File: config.mk
export PLATFORM = sky130hd
export DESIGN_NAME = uart_tx_fifo_flat
export DESIGN_NICKNAME = d
export VERILOG_FILES = /design/src/rtl/uart_tx_fifo_if.sv /design/src/rtl/uart_tx_fifo.sv /design/src/flat_wrapper.sv
export SDC_FILE = /design/constraint.sdc
export NUM_CORES = 1
export LEC_CHECK = 0
export CORE_MARGIN = 2
export CORE_UTILIZATION = 45
export CTS_CLUSTER_SIZE = 10
export DETAILED_ROUTE_END_ITERATION = 8
export PLACE_DENSITY = 0.74
export SETUP_SLACK_MARGIN = 0.5
export SKIP_LAST_GASP = 1
export SYNTH_ARGS = -nofsm -noshare
export SYNTH_HDL_FRONTEND = slang
export SYNTH_SLANG_ARGS = --single-unit
File: constraint.sdc
create_clock -name clk -period 3.2 [get_ports clk]
set_input_delay 0.96 -clock clk [delete_from_list [all_inputs] [get_ports clk]]
set_output_delay 0.96 -clock clk [all_outputs]
set_load 0.05 [all_outputs]
File: src/rtl/uart_tx_fifo_if.sv
// uart_tx_fifo_if -- handshake/data bundle between a byte producer, the
// transmit FIFO and the UART transmitter that drains it.
//
// Signals:
//   fifo_write_n  write strobe, active-low, one word per cycle
//   data_in       write data, sampled while fifo_write_n = 0
//   fifo_read_n   read strobe, active-low (transmitter's fifo_read_tx)
//   data_out      registered read data (transmitter's tx_dout_reg)
//   fifo_empty    stored count = 0
//   fifo_full     stored count = depth
//   ovf_clr       clears the sticky overflow flag   (UART_TXFIFO_OVERFLOW_EN only)
//   overflow      sticky dropped-write flag         (UART_TXFIFO_OVERFLOW_EN only)
//
// Modports: master = producer/transmitter side, slave = FIFO side.
interface uart_tx_fifo_if #(
  parameter int WIDTH = 8
);
  logic             fifo_write_n;
  logic [WIDTH-1:0] data_in;
  logic             fifo_read_n;
  logic [WIDTH-1:0] data_out;
  logic             fifo_empty;
  logic             fifo_full;
`ifdef UART_TXFIFO_OVERFLOW_EN
  logic             ovf_clr;
  logic             overflow;
`endif

  modport master (
    output fifo_write_n, data_in, fifo_read_n,
`ifdef UART_TXFIFO_OVERFLOW_EN
    output ovf_clr,
    input  overflow,
`endif
    input  data_out, fifo_empty, fifo_full
  );

  modport slave (
    input  fifo_write_n, data_in, fifo_read_n,
`ifdef UART_TXFIFO_OVERFLOW_EN
    input  ovf_clr,
    output overflow,
`endif
    output data_out, fifo_empty, fifo_full
  );
endinterface

File: src/rtl/uart_tx_fifo.sv
// uart_tx_fifo -- synchronous transmit FIFO of 2^DEPTH_LOG2 words feeding a
// UART transmitter. Read data is registered: data_out updates on the edge
// that accepts a read and then holds until the next accepted read.
// Empty/full flags are decoded from the registered count, so they follow an
// operation one cycle after it is accepted. There is no fall-through: a
// write and read together on an empty FIFO accept only the write.
//
// Ports:
//   clk      system clock, rising edge
//   reset_n  synchronous active-low reset (clears pointers, count, data_out,
//            overflow; storage array is not cleared)
//   bus      uart_tx_fifo_if.slave (strobes, data, flags)
//
// Optional feature: define UART_TXFIFO_OVERFLOW_EN to add the sticky
// overflow flag (bus.overflow) and its clear input (bus.ovf_clr).
module uart_tx_fifo #(
  parameter int WIDTH      = 8,
  parameter int DEPTH_LOG2 = 4
) (
  input  logic         clk,
  input  logic         reset_n,
  uart_tx_fifo_if.slave bus
);

  localparam int DEPTH = 1 << DEPTH_LOG2;
  localparam logic [DEPTH_LOG2:0] FULL_CNT = (DEPTH_LOG2 + 1)'(DEPTH);

  logic [WIDTH-1:0]      mem [DEPTH];
  logic [DEPTH_LOG2-1:0] wr_ptr;
  logic [DEPTH_LOG2-1:0] rd_ptr;
  logic [DEPTH_LOG2:0]   count;
  logic [WIDTH-1:0]      dout;

  logic empty;
  logic full;
  logic rd_acc;
  logic wr_acc;
  logic wr_drop;

  // Request qualification from the registered count
  assign empty   = (count == '0);
  assign full    = (count == FULL_CNT);
  assign rd_acc  = !bus.fifo_read_n && !empty;
  // A full FIFO still takes a write when a read frees a slot on the same edge.
  assign wr_acc  = !bus.fifo_write_n && (!full || rd_acc);
  assign wr_drop = !bus.fifo_write_n && !wr_acc;

  // Storage: no reset, but a write coinciding with reset is suppressed
  always_ff @(posedge clk) begin
    if (reset_n && wr_acc) begin
      mem[wr_ptr] <= bus.data_in;
    end
  end

  // Pointers, count and registered read data
  always_ff @(posedge clk) begin
    if (!reset_n) begin
      wr_ptr <= '0;
      rd_ptr <= '0;
      count  <= '0;
      dout   <= '0;
    end else begin
      if (wr_acc) begin
        wr_ptr <= wr_ptr + 1'b1;
      end
      if (rd_acc) begin
        dout   <= mem[rd_ptr];
        rd_ptr <= rd_ptr + 1'b1;
      end
      case ({wr_acc, rd_acc})
        2'b10:   count <= count + 1'b1;
        2'b01:   count <= count - 1'b1;
        default: count <= count;
      endcase
    end
  end

  assign bus.data_out   = dout;
  assign bus.fifo_empty = empty;
  assign bus.fifo_full  = full;

`ifdef UART_TXFIFO_OVERFLOW_EN
  logic ovf;

  // Sticky overflow: a dropped write wins over a same-cycle clear
  always_ff @(posedge clk) begin
    if (!reset_n) begin
      ovf <= 1'b0;
    end else if (wr_drop) begin
      ovf <= 1'b1;
    end else if (bus.ovf_clr) begin
      ovf <= 1'b0;
    end
  end

  assign bus.overflow = ovf;
`else
  logic unused_drop;
  assign unused_drop = wr_drop;
`endif

endmodule

File: src/flat_wrapper.sv
// flat-port wrapper written by rule: the top's interface ports become plain ports
module uart_tx_fifo_flat 
#(
  parameter int WIDTH      = 8,
  parameter int DEPTH_LOG2 = 4
)
  (clk, reset_n, bus_fifo_write_n, bus_data_in, bus_fifo_read_n, bus_data_out, bus_fifo_empty, bus_fifo_full);
  uart_tx_fifo_if #(.WIDTH(WIDTH)) bus_i ();
  input  logic clk;
  input  logic reset_n;
  input wire logic [$bits(bus_i.fifo_write_n)-1:0] bus_fifo_write_n;
  input wire logic [$bits(bus_i.data_in)-1:0] bus_data_in;
  input wire logic [$bits(bus_i.fifo_read_n)-1:0] bus_fifo_read_n;
  output wire logic [$bits(bus_i.data_out)-1:0] bus_data_out;
  output wire logic [$bits(bus_i.fifo_empty)-1:0] bus_fifo_empty;
  output wire logic [$bits(bus_i.fifo_full)-1:0] bus_fifo_full;
  assign bus_i.fifo_write_n = bus_fifo_write_n;
  assign bus_i.data_in = bus_data_in;
  assign bus_i.fifo_read_n = bus_fifo_read_n;
  assign bus_data_out = bus_i.data_out;
  assign bus_fifo_empty = bus_i.fifo_empty;
  assign bus_fifo_full = bus_i.fifo_full;
  uart_tx_fifo #(.WIDTH(WIDTH), .DEPTH_LOG2(DEPTH_LOG2)) u_core (.clk(clk), .reset_n(reset_n), .bus(bus_i));
endmodule
* After elaboration in Yosys (flattened, before gate mapping)
Memory sizes are Yosys's and may differ from the RTL's. A register that Yosys moved wholly into a read port is not among the register bits.
Cells that the tools add are included.
** Storage, ports and cells
- Output and inout bits :: 10
- Bits of input ports :: 12
- Bits in registers :: 13
- Memories :: 1
- Logic and storage cells :: 25
- Bits in writable memories :: 128
** Memory list
- u_core.mem :: depth 16, bits a word 8, read ports 1, clocked after Yosys merged registers in 1, write ports 1, line uart_tx_fifo.sv:28 : logic [WIDTH-1:0] mem [DEPTH];
** Operators by class
- Reduce and logical (&&, ||, !) cells :: 11
- Muxes and demuxes :: 3
- Add/subtract/negate cells :: 4
- Equality and inequality tests :: 3
** Operator list (number)
- 5-bit one-hot mux with 2 select lines :: 1
- 4-bit by 1-bit adder with 4-bit output, second input constant :: 2
- 5-bit by 1-bit adder with 5-bit output, second input constant :: 1
- 5-bit equality test, second input constant :: 1
- 1-bit zero test :: 5
- 5-bit zero test :: 1
- 5-bit by 1-bit subtractor with 5-bit output, second input constant :: 1
- 1-bit logical AND :: 3
- 2-bit by 1-bit equality test with 1-bit output, second input constant :: 1
- 2-bit equality test, second input constant :: 1
- 1-bit 2-to-1 mux :: 2
- 2-bit nonzero test :: 1
- 1-bit logical OR :: 1

* Depth between registers and ports, before layout
- Depth in word-level cells :: 8
- Mapped depth :: 10
- Gate-level depth less buffers :: 8

* Worst setup path before layout
OpenSTA, ideal clock, no wires.
- Path kind :: register -> output
- Start :: register u_core.count[0]
- End :: output port bus_fifo_empty
- Buffers on the path :: 1
- Slack :: 0.566 ns
- Required time :: 2.240 ns
- Cell stages (with the launch flop) :: 4
- Arrival :: 1.674 ns
- Path through :: dfxtp_1 > or4_1 > buf_2 > nor2_1
** On the way
- Word-level cells in the longest chain between the ends :: 1
** RTL lines
- start: declaration :: line uart_tx_fifo.sv:31 : logic [DEPTH_LOG2:0] count;
- start signal: assignment :: line uart_tx_fifo.sv:71 : 2'b10: count <= count + 1'b1;
- start signal: assignment :: line uart_tx_fifo.sv:72 : 2'b01: count <= count - 1'b1;
- start signal: assignment :: line uart_tx_fifo.sv:73 : default: count <= count;
- 5-bit zero test :: line uart_tx_fifo.sv:41 : assign empty = (count == '0);
- end: declaration :: line flat_wrapper.sv:15 : output wire logic [$bits(bus_i.fifo_empty)-1:0] bus_fifo_empty;
No other way between the ends.

* Worst setup path in the final report
- Start :: register u_core.count[1]
- End :: output port bus_fifo_full
** On the way
- Word-level cells in the longest chain between the ends :: 1
** RTL lines
- 5-bit equality test :: line uart_tx_fifo.sv:42 : assign full = (count == FULL_CNT);
- end: declaration :: line flat_wrapper.sv:16 : output wire logic [$bits(bus_i.fifo_full)-1:0] bus_fifo_full;
No other way between the ends.

==> results.cfg <==
[floorplan]
io_pins = 22
rows = 42
die_h_um = 120
die_area_um2 = 14300
initial_core_util_pct = 45.9
die_x_um = 120
core_area_um2 = 13100

[grt]
grt_start_max_net_pins = 24
grt_pass1_vias = 3526
overflow = 0
grt_pass1_wl_mm = 20.0
track_usage_pct = 19.1
antenna_found_initial = 0

[place]
globalplace.congestion = 0.819
dpl_cell_area_um2 = 6570
dp.cells = 572
dpl.hpwl_mm = 8.10
io_buffers = 21

[clocking]
cts_hold_buf = 0
cts-root-buf = clkbuf_16
clockBufferDepth = 2
cts.sinks = 149
htreeDepth = 4
cts_tree = built
clk_latency_ns = 0.42
cts_made_buffers = 17
clk_pin_slew_ns = 0.06

[yosys]
synth_area_leader_cell = edfxtp_1
ys_seq_elements = 149
ys_seq_area_share_pct = 70.7
syn_inst = 370
netlist.area_leader.share_pct = 63.8
synth_edf_count = 128
syn_avg_cell_area_um2 = 16.3
ys_warn_count = 0
synth_fp_nets = 391
async_reset_ff_share_pct = 0
synth.distinct_cells = 44
syn_area_um2 = 6030
ys_top_cells_by_area = edfxtp_1 (64%), dfxtp_1 (7.0%), mux2i_1 (6.5%)
synth_flop_cell = edfxtp_1

[final_layout]
instances_no_fill = 605
postLayoutCoreUtil_pct = 54.7
n_antenna_cell = 0
design_area_um2 = 7190
syn_to_final_growth_pct = 19.2
nets = 437
layout-drive-gt1-share_pct = 18.9

[min_path]
hold_path_class = register to register
holdPathStages = 2

[sta]
final.setup.tns_ns = 0
rsz0062_at_grt = false
skew_ns = 0.00548
post-route-min-period_ns = 2.61
maxSlewViolCount = 0
timing.fmax_mhz = 383
worst_slew_pin_slew_ns = 0.767
finalSetupViolations = 0
layout_worst_path_cycle_share_pct = 81.7
hold_viol = 0
relSlewSlack_pct = 48.7

[routing]
routedWlPerCell_um = 21.1
antenna_left = 0
drt_wl_total_mm = 12.8
dr_total_vias = 3432
first_pass_iters = 5
first_iter_violations = 332
vias_per_cell = 5.67
drc = 0

[power_and_ir_drop]
irDropWorstVdd_v = 0.000433
power_density_nw_per_um2 = 774
total_power_mw = 5.56
leakagePower_nw = 2.34

[critical_path]
cp.arrival_ns = 1.65
crit_path_max_fanout = 5
path_buf_inv = 1
cp-end-kind = primary output
timing_worst_setup_path_type = register to primary output
crit_cells = 3
critPathRequiredTime_ns = 2.24
cp-start-kind = register
slowest_stage = or4_4
worstRegToRegCells = 9
critical_path.top_delay_family = simple AND/OR/NAND/NOR gates
path_cells = or4_4 > nor2_1 > buf_6
slowest_delay_ns = 0.55

[run]
drv_cap = 0

[status]
outcome = complete, no violations
[state kept, by name, indices dropped and copies added, names as in the netlist]
register / flops
u_core.mem: 128
u_core.count: 5
u_core.bus.data_out: 8
u_core.rd_ptr: 4
u_core.wr_ptr: 4
[final cells by class]
type,instances,area (µm²)
fillers,1027,5950
flip-flops and latches,149,4270
multi-input cells,196,1680
clock buffers,17,425
repair buffers,47,417
well taps,176,220
clock inverters,15,163
inverters,5,18.8
[where the power goes]
group | leakage, nW | switching, mW | internal, mW
logic | 0.736 | 0.772 | 0.505
registers | 1.33 | 0.104 | 2.21
clock network | 0.275 | 0.752 | 1.21
[cell usage after synthesis (2+ instances only)]
library cell	instances
a21oi_1	10
nand3b_1	2
mux4_2	16
nor2_1	11
buf_1	4
nor2b_1	3
and2_1	5
a21o_1	2
nand2_1	15
clkbuf_1	10
o21ai_0	8
xnor2_1	4
ha_1	8
xor2_1	2
buf_2	6
o22ai_1	16
nand4_1	4
edfxtp_1	128
dfxtp_1	21
mux2i_1	39
a22oi_1	8
nand3_1	4
nor3_1	17
nand2b_1	3
inv_1	5
[layer usage]
metal	share of wire [%]	wire, µm	up-vias	global-route usage (%)
met1	42	5330	1728	24.4
li1	-	-	1557	-
met2	51	6520	130	31.5
met5	0	0	-	0
met3	5.4	684	17	4.47
met4	1.8	232	0	7.79
[worst register-to-register path, stage by stage (launching register included)]
cell and delay (ns):
dfxtp_1 0.36, or4_4 0.55, buf_4 0.18, o21ai_2 0.15, nor2_2 0.09, fa_1 0.42
a21o_1 0.21, a21oi_2 0.20, nand4b_1 0.15, nand4_1 0.09
[metrics by stage]
step,setup WS (ns),hold slack (ns)
finish,0.587,0.523
global route,0.503,0.554
CTS,0.553,0.518
detailed placement,0.135,0.501
global placement,0.267,0.485
floorplan,0.566,0.473
[path summary, 6_finish.rpt]
kind / start / end / slack, ns
hold / removal: u_core.count[2] / u_core.count[2] / 0.52
setup reg to reg: u_core.count[1] / u_core.count[4] / 0.68
setup / recovery: u_core.count[1] / bus_fifo_full / 0.59
hold reg to reg: u_core.count[2] / u_core.count[2] / 0.52
[logic make-up (layout without fill, tap and decap cells)]
group,after synthesis,in the layout,share of synthesized area (%)
adder cells (fa/ha/maj),9,9,1.99
AO/OA/AOI/OAI,54,54,5.94
AND/OR/NAND/NOR,71,71,6.10
multiplexers,56,56,12.7
flip-flops,149,149,70.7
XOR/XNOR,6,6,0.872
buffers and inverters,25,84,1.68
[layout by cell type, fill, tap and decap left out, types with 3 or more instances in the layout]
cell | netlist | layout
bufinv_16 | 0 | 3
nor3_1 | 17 | 17
o22ai_1 | 16 | 16
buf_4 | 0 | 26
o21ai_0 | 8 | 8
and2_1 | 5 | 5
nand2b_1 | 3 | 3
nand4_1 | 4 | 4
nor2_1 | 11 | 10
nor2b_1 | 3 | 3
clkinv_1 | 0 | 4
xnor2_1 | 4 | 4
ha_1 | 8 | 8
a21oi_1 | 10 | 9
nand2_1 | 15 | 15
clkdlybuf4s50_1 | 0 | 19
mux4_2 | 16 | 16
a22oi_1 | 8 | 8
dfxtp_1 | 21 | 20
edfxtp_1 | 128 | 128
nand3_1 | 4 | 4
mux2i_1 | 39 | 39
clkbuf_16 | 0 | 17
clkinvlp_4 | 0 | 4
inv_1 | 5 | 5
[what timing repair did]
item | CTS | global route
setup endpoints to repair | 2 | 1
cloned | 0 | 0
setup buffers | 1 | 0
resized for setup | 2 | 3
pin swaps | 1 | 0
Note: power is estimated with default switching activity, not from simulation.
